--- src/rtl/seq_shift_right_if.sv ---
// Request/response bundle for the iterative right shifter.
// master drives the operation request; slave returns status and result.
interface seq_shift_right_if #(
   parameter int unsigned WIDTH   = 32,
   parameter int unsigned SHAMT_W = 5
);
   logic               start;
   logic               arith;
   logic [WIDTH-1:0]   a;
   logic [SHAMT_W-1:0] shamt;
   logic               busy;
   logic               done;
   logic [WIDTH-1:0]   result;

   modport master (
      output start, arith, a, shamt,
      input  busy, done, result
   );

   modport slave (
      input  start, arith, a, shamt,
      output busy, done, result
   );
endinterface

--- src/rtl/seq_shift_right.sv ---
// Iterative SRL/SRA unit: one bit per clock under a start/done handshake.
// Optional macro SHR_RADIX4_EN adds 4-bit steps while at least 4 bits remain.
module seq_shift_right #(
   parameter int unsigned WIDTH   = 32,
   parameter int unsigned SHAMT_W = 5
) (
   input logic               clk,
   input logic               rst,
   seq_shift_right_if.slave  bus
);

   typedef enum logic [1:0] {
      IDLE  = 2'd0,
      SHIFT = 2'd1,
      DONE  = 2'd2
   } state_t;

   state_t             state;
   logic [WIDTH-1:0]   sr;
   logic [SHAMT_W-1:0] cnt;
   logic               f;
   logic               busy_q;
   logic               done_q;

   assign bus.busy   = busy_q;
   assign bus.done   = done_q;
   assign bus.result = sr;

   // State, datapath and registered status flags advance together.
   always_ff @(posedge clk or posedge rst) begin
      if (rst) begin
         state  <= IDLE;
         sr     <= '0;
         cnt    <= '0;
         f      <= 1'b0;
         busy_q <= 1'b0;
         done_q <= 1'b0;
      end else begin
         case (state)
            IDLE, DONE: begin
               if (bus.start) begin
                  sr  <= bus.a;
                  cnt <= bus.shamt;
                  f   <= bus.arith & bus.a[WIDTH-1];
                  if (bus.shamt != '0) begin
                     state  <= SHIFT;
                     busy_q <= 1'b1;
                     done_q <= 1'b0;
                  end else begin
                     state  <= DONE;
                     busy_q <= 1'b0;
                     done_q <= 1'b1;
                  end
               end else begin
                  state  <= IDLE;
                  busy_q <= 1'b0;
                  done_q <= 1'b0;
               end
            end

            SHIFT: begin
`ifdef SHR_RADIX4_EN
               // Coarse step while at least four positions remain.
               if (cnt >= SHAMT_W'(4)) begin
                  sr  <= {{4{f}}, sr[WIDTH-1:4]};
                  cnt <= cnt - SHAMT_W'(4);
                  if (cnt == SHAMT_W'(4)) begin
                     state  <= DONE;
                     busy_q <= 1'b0;
                     done_q <= 1'b1;
                  end
               end else begin
                  sr  <= {f, sr[WIDTH-1:1]};
                  cnt <= cnt - SHAMT_W'(1);
                  if (cnt == SHAMT_W'(1)) begin
                     state  <= DONE;
                     busy_q <= 1'b0;
                     done_q <= 1'b1;
                  end
               end
`else
               sr  <= {f, sr[WIDTH-1:1]};
               cnt <= cnt - SHAMT_W'(1);
               if (cnt == SHAMT_W'(1)) begin
                  state  <= DONE;
                  busy_q <= 1'b0;
                  done_q <= 1'b1;
               end
`endif
            end

            default: begin
               state  <= IDLE;
               busy_q <= 1'b0;
               done_q <= 1'b0;
            end
         endcase
      end
   end

endmodule

--- src/flat_wrapper.sv ---
// flat-port wrapper written by rule: the top's interface ports become plain ports
module seq_shift_right_flat 
#(
   parameter int unsigned WIDTH   = 32,
   parameter int unsigned SHAMT_W = 5
)
  (clk, rst, bus_start, bus_arith, bus_a, bus_shamt, bus_busy, bus_done, bus_result);
  seq_shift_right_if #(.WIDTH(WIDTH), .SHAMT_W(SHAMT_W)) bus_i ();
  input logic clk;
  input logic rst;
  input wire logic [$bits(bus_i.start)-1:0] bus_start;
  input wire logic [$bits(bus_i.arith)-1:0] bus_arith;
  input wire logic [$bits(bus_i.a)-1:0] bus_a;
  input wire logic [$bits(bus_i.shamt)-1:0] bus_shamt;
  output wire logic [$bits(bus_i.busy)-1:0] bus_busy;
  output wire logic [$bits(bus_i.done)-1:0] bus_done;
  output wire logic [$bits(bus_i.result)-1:0] bus_result;
  assign bus_i.start = bus_start;
  assign bus_i.arith = bus_arith;
  assign bus_i.a = bus_a;
  assign bus_i.shamt = bus_shamt;
  assign bus_busy = bus_i.busy;
  assign bus_done = bus_i.done;
  assign bus_result = bus_i.result;
  seq_shift_right #(.WIDTH(WIDTH), .SHAMT_W(SHAMT_W)) u_core (.clk(clk), .rst(rst), .bus(bus_i));
endmodule
--- config.mk ---
export PLATFORM = sky130hd
export DESIGN_NAME = seq_shift_right_flat
export DESIGN_NICKNAME = d
export VERILOG_FILES = /design/src/rtl/seq_shift_right_if.sv /design/src/rtl/seq_shift_right.sv /design/src/flat_wrapper.sv
export SDC_FILE = /design/constraint.sdc
export NUM_CORES = 1
export LEC_CHECK = 0
export ABC_AREA = 1
export CAP_MARGIN = 20
export CORE_MARGIN = 10
export CORE_UTILIZATION = 25
export CTS_CLUSTER_DIAMETER = 80
export DETAILED_ROUTE_END_ITERATION = 8
export PLACE_DENSITY = 0.61
export SLEW_MARGIN = 20
export SYNTH_ARGS = -nofsm -noshare
export SYNTH_HDL_FRONTEND = slang
export SYNTH_SLANG_ARGS = --single-unit
--- constraint.sdc ---
create_clock -name clk -period 1.97 [get_ports clk]
set_input_delay 0.591 -clock clk [delete_from_list [all_inputs] [get_ports clk]]
set_output_delay 0.591 -clock clk [all_outputs]
set_load 0.01 [all_outputs]
==> metrics.yaml, run 1 <==
final_layout:
  diodes: 0
  n_fill_cell: 734
  multi_input_area_um2: 739
  areaGrowthSynthToFinish_pct: 47.2
  drive_gt1_frac: 0.0687
  nets: 334
  regArea_mm2: 0.00100
timing:
  setup_viol: 0
  max-slew-margin-rel: 0.582
  worst_pin_slew_ns: 0.626
  min_period_over_period: 0.934
  rsz0062_at_grt: "no"
  finalHoldViolations: 0
  fin_crit_ns: 1.84
  skew_ns: 0.00748
  finalMaxSlewViolations: 0
  fmax_mhz: 543
  setup_tns_ns: 0
route:
  dr.pass1.iters: 4
  via_per_inst: 4.52
  drtAntennaViolNets: 0
  wl_per_cell_um: 14.7
  dr_total_vias: 1764
  drtIter0Drc: 48
  drcViolationCount: 0
  routed_wl_um: 5750
worst_setup_path:
  end_kind: "primary output"
  critical_path.cell_chain: "clkdlybuf4s50_1"
  crit_type: "reg2out"
  path_max_fanout: 3
  critPathSlowestCell: "clkdlybuf4s50_1"
  path_buf_inv: 1
  cp_data_required_time_ns: 1.38
  cp-start-kind: "flip-flop"
  slowest_delay_ns: 0.57
  critPathTopFamily: "buffers and inverters"
  crit_arrival_ns: 1.25
power_and_ir_drop:
  ir_drop_mv: 0.529
  pwr-share-clk: 0.114
  power.density_mw_per_mm2: 1590
  power_frac_comb: 0.543
  switching_power_w: 0.00185
  pwr-share-seq: 0.344
  p_total_w: 0.00444
  leakage_nw: 1.13
  p_sw_frac: 0.417
  power.internal_w: 0.00259
die:
  core_area_mm2: 0.00733
  std_cell_rows: 31
  start_util: 0.259
  die_w_um: 107
  dieArea_mm2: 0.0115
  fp.dieH_um: 107
  io_pins: 75
cts:
  numCtsBuffers: 5
  cts_resized: 0
  cts_root_buffer: "clkbuf_8"
  cts.sinks: 40
  clk_latency_ns: 0.28
  post_cts_buffers: 0
  htree_levels: 2
  cts_hold_buf: 0
  cts_tree: "yes"
  clk_pin_slew_ns: 0.08
  clock_path_buffers: 2
hold_path:
  hold_class: "reg2reg"
synth:
  syn_inst: 215
  syn_area_mm2: 0.00190
  synth_nets: 258
  ys_warn_count: 0
  yosys-top-cells-area: "dfrtp_1, o22ai_1, nor2_1"
  ys_types: 19
  avgSynthCellArea_um2: 8.85
  yosys.area.top_type: "dfrtp_1"
  synth_seq_cells: 40
  synth_top_area_frac: 0.526
  seq_area_frac_synth: 0.526
grt:
  grt_start_max_net_pins: 37
  antenna_found_initial: 0
  grt_pass1_wl_um: 9250
  grt_use_total: 0.0979
  first_global_vias: 1889
  grt_overflow: 0
place:
  gp_congestion: 0.767
  dp_hpwl_um: 4340
  io_buffers: 74
outcome:
  status: "completed"
run:
  maxCapViolCount: 0
-- kinds of logic after synthesis --
family | after synthesis | synth area share
buffers and inverters | 25 | 0.0849
and+or+nand+nor | 107 | 0.243
adders and majority gates | 2 | 0.0132
DFF | 40 | 0.526
AOI/OAI and AO/OA | 41 | 0.132
-- final cells by class --
class / count / area share
inverter: 12 / 0.0161
tap: 99 / 0.0442
clock inverter: 1 / 0.00179
multi-input combinational: 150 / 0.264
sequential: 40 / 0.357
timing repair buffer: 82 / 0.290
clock buffer: 6 / 0.0259
-- power by group through the flow --
stage / sequential, W / combinational [W] / clock, W
after detailed placement: 0.00154 / 0.00245 / 0
after global routing: 0.00158 / 0.00268 / 0.000566
after global placement: 0.00154 / 0.00240 / 0
after floorplan: 0.00162 / 0.00139 / 0
after CTS: 0.00153 / 0.00245 / 0.000532
final: 0.00153 / 0.00241 / 0.000504
-- layout by cell type (no fill, tap or decap) --
cell type / n
o211ai_2: 1
nand2_2: 1
inv_1: 10
dfrtp_1: 40
nand2_4: 2
clkbuf_1: 1
ha_1: 2
buf_12: 1
buf_4: 7
nor2_1: 39
nor3_1: 29
clkbuf_8: 5
o211ai_1: 1
nand2_1: 30
nand3_1: 6
o21ai_0: 7
a21oi_1: 2
inv_2: 2
o22ai_1: 29
o21ai_1: 1
clkdlybuf4s50_1: 74
clkinv_2: 1
-- worst paths after layout --
check,from,end,slack (ns),cells after the start
worst max register to register,u_core.state[1],u_core.state[1],0.40,6
min in group asynchronous,rst,u_core.bus.result[4],0.60,2
worst min-delay path,u_core.f,u_core.f,0.48,2
worst max-delay path,u_core.bus.result[15],bus_result[15],0.13,1
worst min register to register,u_core.f,u_core.f,0.48,2
max in group asynchronous,rst,u_core.cnt[1],0.92,3
-- per-stage QoR --
stage	setup WS (ns)	instances	area [µm²]	hold slack, ns	utilization
after detailed placement	0.0333	383	2720	0.469	0.371
after CTS	0.101	390	2800	0.487	0.382
after floorplan	0.461	215	1900	0.448	-
final	0.129	390	2800	0.482	0.382
after global routing	0.0626	390	2800	0.515	0.382
after global placement	0.0519	383	2720	0.461	0.371
-- registers in the layout, summed over array words and instances, names as in the netlist --
name and count:
u_core.bus.result 32, u_core.cnt 5, u_core.f 1, u_core.state 2
-- layer usage --
| layer | global-route usage | share of wire | vias up |
|---|---|---|---|
| met5 | 0 | 0 | - |
| met2 | 0.161 | 0.45 | 50 |
| met4 | 0.0203 | 0.0050 | 0 |
| met3 | 0.0419 | 0.077 | 5 |
| met1 | 0.116 | 0.46 | 822 |
| li1 | - | - | 887 |
-- Yosys cell counts --
master    count
buf_2         3
o21ai_0       7
o21ai_1       1
o211ai_1      1
a21oi_1       2
buf_6         7
ha_1          2
nand2_1      30
dfrtp_1      40
o22ai_1      29
nand3_1       6
inv_2         1
nor3_1       29
nand2_2       1
buf_4         3
nor2_1       39
inv_1        11
o211ai_2      1
nand2_4       2
(Power assumes the default switching activity.)
==> inputs of run 2 (changes only) <==
--- a/config.mk
+++ b/config.mk
@@ -7,7 +7,7 @@
 export LEC_CHECK = 0
 export ABC_AREA = 1
 export CAP_MARGIN = 20
-export CORE_MARGIN = 10
+export CORE_MARGIN = 2
 export CORE_UTILIZATION = 25
 export CTS_CLUSTER_DIAMETER = 80
 export DETAILED_ROUTE_END_ITERATION = 8
==> metrics.yaml, run 2 (synthesis results as in run 1) <==
cts:
  cts.sinks: 40  # unchanged
  cts_resized: 0  # unchanged
  htree_levels: 2  # unchanged
  clock_path_buffers: 2  # unchanged
  cts_tree: "yes"
  cts_root_buffer: "clkbuf_8"
  post_cts_buffers: 0  # unchanged
  numCtsBuffers: 5  # unchanged
  clk_pin_slew_ns: 0.08  # about the same
  cts_hold_buf: 0  # unchanged
  clk_latency_ns: 0.28  # about the same
route:
  dr.pass1.iters: 4  # unchanged
  wl_per_cell_um: 13.6  # -7.5%
  routed_wl_um: 5320  # -7.5%
  via_per_inst: 4.59  # +1.5%
  dr_total_vias: 1790  # +1.5%
  drcViolationCount: 0  # unchanged
  drtAntennaViolNets: 0  # unchanged
  drtIter0Drc: 96  # +100%
timing:
  fin_crit_ns: 1.86  # +0.0206 ns
  setup_tns_ns: 0  # unchanged
  fmax_mhz: 537  # -1.1%
  max-slew-margin-rel: 0.746  # +0.164
  finalHoldViolations: 0  # unchanged
  rsz0062_at_grt: "no"
  min_period_over_period: 0.945  # +0.0105
  worst_pin_slew_ns: 0.380  # -0.246 ns
  finalMaxSlewViolations: 0  # unchanged
  skew_ns: 0.00582  # -0.00166 ns
  setup_viol: 0  # unchanged
die:
  io_pins: 75  # unchanged
  die_w_um: 91.2  # -15%
  core_area_mm2: 0.00729  # -0.53%
  std_cell_rows: 31  # unchanged
  fp.dieH_um: 91.2  # -15%
  start_util: 0.261  # +0.00138
  dieArea_mm2: 0.00832  # -28%
final_layout:
  n_fill_cell: 769  # +4.8%
  diodes: 0  # unchanged
  nets: 333  # -0.30%
  drive_gt1_frac: 0.0722  # +0.00344
  areaGrowthSynthToFinish_pct: 49.6
  largest_reg_flops: 32  # unchanged
  layout_commonest_cell: "clkdlybuf4s50_1"
  final_cell_mix: "clkdlybuf4s50_1, dfrtp_1, nor2_1"
  instances_no_fill: 390  # unchanged
  fin_util: 0.390  # +0.00821
power_and_ir_drop:
  power.density_mw_per_mm2: 1610  # +1.3%
  leakage_nw: 1.15  # +1.8%
  p_total_w: 0.00457  # +2.9%
  ir_drop_mv: 0.512  # -3.1%
grt:
  grt_start_max_net_pins: 26  # -30%
  grt_use_total: 0.131  # +0.0328
  first_global_vias: 1758  # -6.9%
  grt_pass1_wl_um: 8710  # -5.8%
  grt_overflow: 0  # unchanged
  antenna_found_initial: 0  # unchanged
worst_setup_path:
  critPathTopFamily: "buffers and inverters"
  slowest_delay_ns: 0.57  # about the same
  path_max_fanout: 3  # unchanged
  critPathSlowestCell: "clkdlybuf4s50_1"
  end_kind: "primary output"
  critical_path.cell_chain: "clkdlybuf4s50_1"
  cp-start-kind: "flip-flop"
  crit_arrival_ns: 1.27  # +0.02 ns
  path_buf_inv: 1  # unchanged
  cp_data_required_time_ns: 1.38  # about the same
  crit_type: "reg2out"
outcome:
  status: "completed"
place:
  io_buffers: 74  # unchanged
  dp_cells: 382  # -0.26%
  dp_hpwl_um: 3820  # -12%
  gp_congestion: 0.774  # +0.91%
run:
  maxCapViolCount: 0  # unchanged
hold_path:
  hold_class: "reg2reg"
-- run 2: path summary, 6_finish.rpt --
check                                 startpoint               endpoint  slack [ns]  depth (start not counted)
max                        u_core.bus.result[15]         bus_result[15]        0.11                          1
min                                     u_core.f               u_core.f        0.49                          2
max reg2reg                      u_core.state[1]          u_core.cnt[3]        0.67                          7
min reg2reg                             u_core.f               u_core.f        0.49                          2
max in group asynchronous                    rst  u_core.bus.result[18]        0.92                          3
min in group asynchronous                    rst   u_core.bus.result[3]        0.60                          2
-- run 2: area by class of cell --
class                   instances  area (µm²)  share of cell area
clock buffers                   6        82.6              0.0290
clock inverters                 2        10.0             0.00352
flip-flops and latches         40        1000               0.352
repair buffers                 81         843               0.296
inverters                      12        45.0              0.0158
multi-input cells             150         739               0.260
well taps                      99         124              0.0435
-- run 2: report_power, final --
part | internal (W) | total, W | switching (W) | leakage [nW]
clock | 0.000280 | 0.000565 | 0.000286 | 0.0510
sequential | 0.00121 | 0.00153 | 0.000317 | 0.440
combinational | 0.00120 | 0.00248 | 0.00128 | 0.663
-- run 2: metrics by stage --
step,hold slack [ns],instance area (µm²),worst slack (ns)
after floorplan,0.448,1900,0.461
after global placement,0.464,2750,0.120
after detailed placement,0.470,2750,0.0735
after CTS,0.489,2850,0.101
after global routing,0.553,2850,0.0754
final,0.487,2850,0.109
-- run 2: layer usage --
metal | global-route usage | part of all wire | wire length, µm
met2 | 0.209 | 0.48 | 2560
met1 | 0.171 | 0.46 | 2430
met3 | 0.0407 | 0.053 | 283
met5 | 0 | 0 | 0
met4 | 0.0366 | 0.0075 | 40
-- run 2: worst reg2reg max path, cell delays in order (launching register included) --
cell and delay (ns):
dfrtp_1 0.38, inv_1 0.06, nand2_2 0.10, inv_2 0.24, buf_12 0.20, nand3_1 0.10, nand2_1 0.07, nand2_1 0.04
==> inputs of run 3 (changes only) <==
==> constraint.sdc (replaced) <==
create_clock -name clk -period 1.89 [get_ports clk]
set_input_delay 0.567 -clock clk [delete_from_list [all_inputs] [get_ports clk]]
set_output_delay 0.567 -clock clk [all_outputs]
set_load 0.01 [all_outputs]
==> metrics.yaml, run 3 (synthesis results as in run 1) <==
outcome:
  status: "completed"
power_and_ir_drop:
  ir_drop_mv: 0.516  # +0.69%
  power.density_mw_per_mm2: 1680  # +4.7%
  leakage_nw: 1.15  # about the same
route:
  dr_total_vias: 1802  # +0.67%
  dr.pass1.iters: 4  # unchanged
  drcViolationCount: 0  # unchanged
  routed_wl_um: 5330  # +0.23%
  drtAntennaViolNets: 0  # unchanged
  wl_per_cell_um: 13.7  # +0.48%
  via_per_inst: 4.63  # +0.93%
  drtIter0Drc: 85  # -11%
timing:
  finalMaxSlewViolations: 0  # unchanged
  skew_ns: 0.00488  # -0.000939 ns
  rsz0062_at_grt: "no"
  worst_pin_slew_ns: 0.282  # -0.0985 ns
  fmax_mhz: 548
  max-slew-margin-rel: 0.812  # +0.0657
  fin_crit_ns: 1.83
  setup_viol: 0  # unchanged
  min_period_over_period: 0.966
  setup_tns_ns: 0  # unchanged
  finalHoldViolations: 0  # unchanged
final_layout:
  final_area_mm2: 0.00285  # +0.13%
  layout_commonest_cell: "clkdlybuf4s50_1"
  diodes: 0  # unchanged
  areaGrowthSynthToFinish_pct: 49.8
  drive_gt1_frac: 0.0690  # -0.00320
  nets: 333  # unchanged
  final_cell_mix: "clkdlybuf4s50_1, dfrtp_1, nor2_1"
  largest_reg_flops: 32  # unchanged
  n_fill_cell: 787  # +2.3%
hold_path:
  hold_class: "reg2reg"
worst_setup_path:
  path_buf_inv: 1  # unchanged
  crit_arrival_ns: 1.26  # about the same
  critPathSlowestCell: "clkdlybuf4s50_1"
  slowest_delay_ns: 0.56  # about the same
  path_max_fanout: 3  # unchanged
  critPathTopFamily: "buffers and inverters"
  cp_data_required_time_ns: 1.32  # -0.06 ns
  cp-start-kind: "flip-flop"
  end_kind: "primary output"
  critical_path.cell_chain: "clkdlybuf4s50_1"
  crit_type: "reg2out"
die:
  die_w_um: 91.2  # unchanged
  std_cell_rows: 31  # unchanged
  io_pins: 75  # unchanged
  dieArea_mm2: 0.00832  # unchanged
  core_area_mm2: 0.00729  # unchanged
  fp.dieH_um: 91.2  # unchanged
  start_util: 0.261  # unchanged
cts:
  numCtsBuffers: 5  # unchanged
  htree_levels: 2  # unchanged
  cts_root_buffer: "clkbuf_8"
  cts_resized: 0  # unchanged
  cts_hold_buf: 0  # unchanged
  clk_latency_ns: 0.29  # about the same
  clock_path_buffers: 2  # unchanged
  cts.sinks: 40  # unchanged
  clk_pin_slew_ns: 0.08  # about the same
  post_cts_buffers: 0  # unchanged
  cts_tree: "yes"
grt:
  grt_overflow: 0  # unchanged
  grt_use_total: 0.132  # +0.000926
  grt_start_max_net_pins: 41  # +58%
  first_global_vias: 1763  # +0.28%
  antenna_found_initial: 0  # unchanged
  grt_pass1_wl_um: 8800  # +0.95%
place:
  dp_hpwl_um: 3760  # -1.4%
  gp_congestion: 0.780  # +0.83%
  io_buffers: 74  # unchanged
  placed_area_mm2: 0.00275  # unchanged
run:
  maxCapViolCount: 0  # unchanged
run 3: changes by cell type in the layout (fill, tap and decap cells not counted):
cell,before,now
clkbuf_8,6,7
clkinv_2,2,0
run 3: worst reg2reg max path: stages, from the launching register on:
cell	delay, ns
dfrtp_1	0.38
inv_1	0.06
nand2_2	0.10
inv_2	0.25
buf_12	0.21
nand3_1	0.11
nand2_1	0.07
nand2_1	0.04
run 3: area by class of cell:
cell class,instances,area (µm²),area share
Clock buffer,7,96.3,0.0338
Inverter,12,45.0,0.0158
Multi-Input combinational cell,150,739,0.260
Sequential cell,40,1000,0.351
Tap cell,99,124,0.0435
Timing Repair Buffer,81,843,0.296
run 3: metal layers:
layer | GRT usage | part of all wire
met2 | 0.210 | 0.47
met3 | 0.0357 | 0.059
met1 | 0.175 | 0.46
met4 | 0.0366 | 0.0099
met5 | 0 | 0
run 3: final timing paths:
path / depth (start not counted) / to / slack [ns] / start
worst max-delay path: 1 / bus_result[15] / 0.06 / u_core.bus.result[15]
worst min-delay path: 2 / u_core.f / 0.49 / u_core.f
worst max register to register: 7 / u_core.cnt[3] / 0.56 / u_core.state[1]
worst min register to register: 2 / u_core.f / 0.49 / u_core.f
max in group asynchronous: 3 / u_core.bus.result[17] / 1.08 / rst
min in group asynchronous: 3 / u_core.bus.result[6] / 0.61 / rst
run 3: power by group:
group          internal (W)  leakage, nW  switching (W)  total, W
clock              0.000325       0.0503       0.000293  0.000618
combinational       0.00125        0.663        0.00134   0.00258
sequential          0.00126        0.440       0.000329   0.00159
total               0.00284         1.15        0.00196   0.00479
run 3: per-stage QoR:
step	hold WS [ns]	setup slack [ns]	instances	utilization	total power (W)
final	0.494	0.0646	389	0.391	0.00479
after global routing	0.527	0.0297	389	0.391	0.00518
after CTS	0.489	0.0546	389	0.391	0.00485
after detailed placement	0.471	0.0409	382	0.377	0.00422
after floorplan	0.448	0.405	215	-	0.00314
after global placement	0.464	0.0608	382	0.377	0.00416
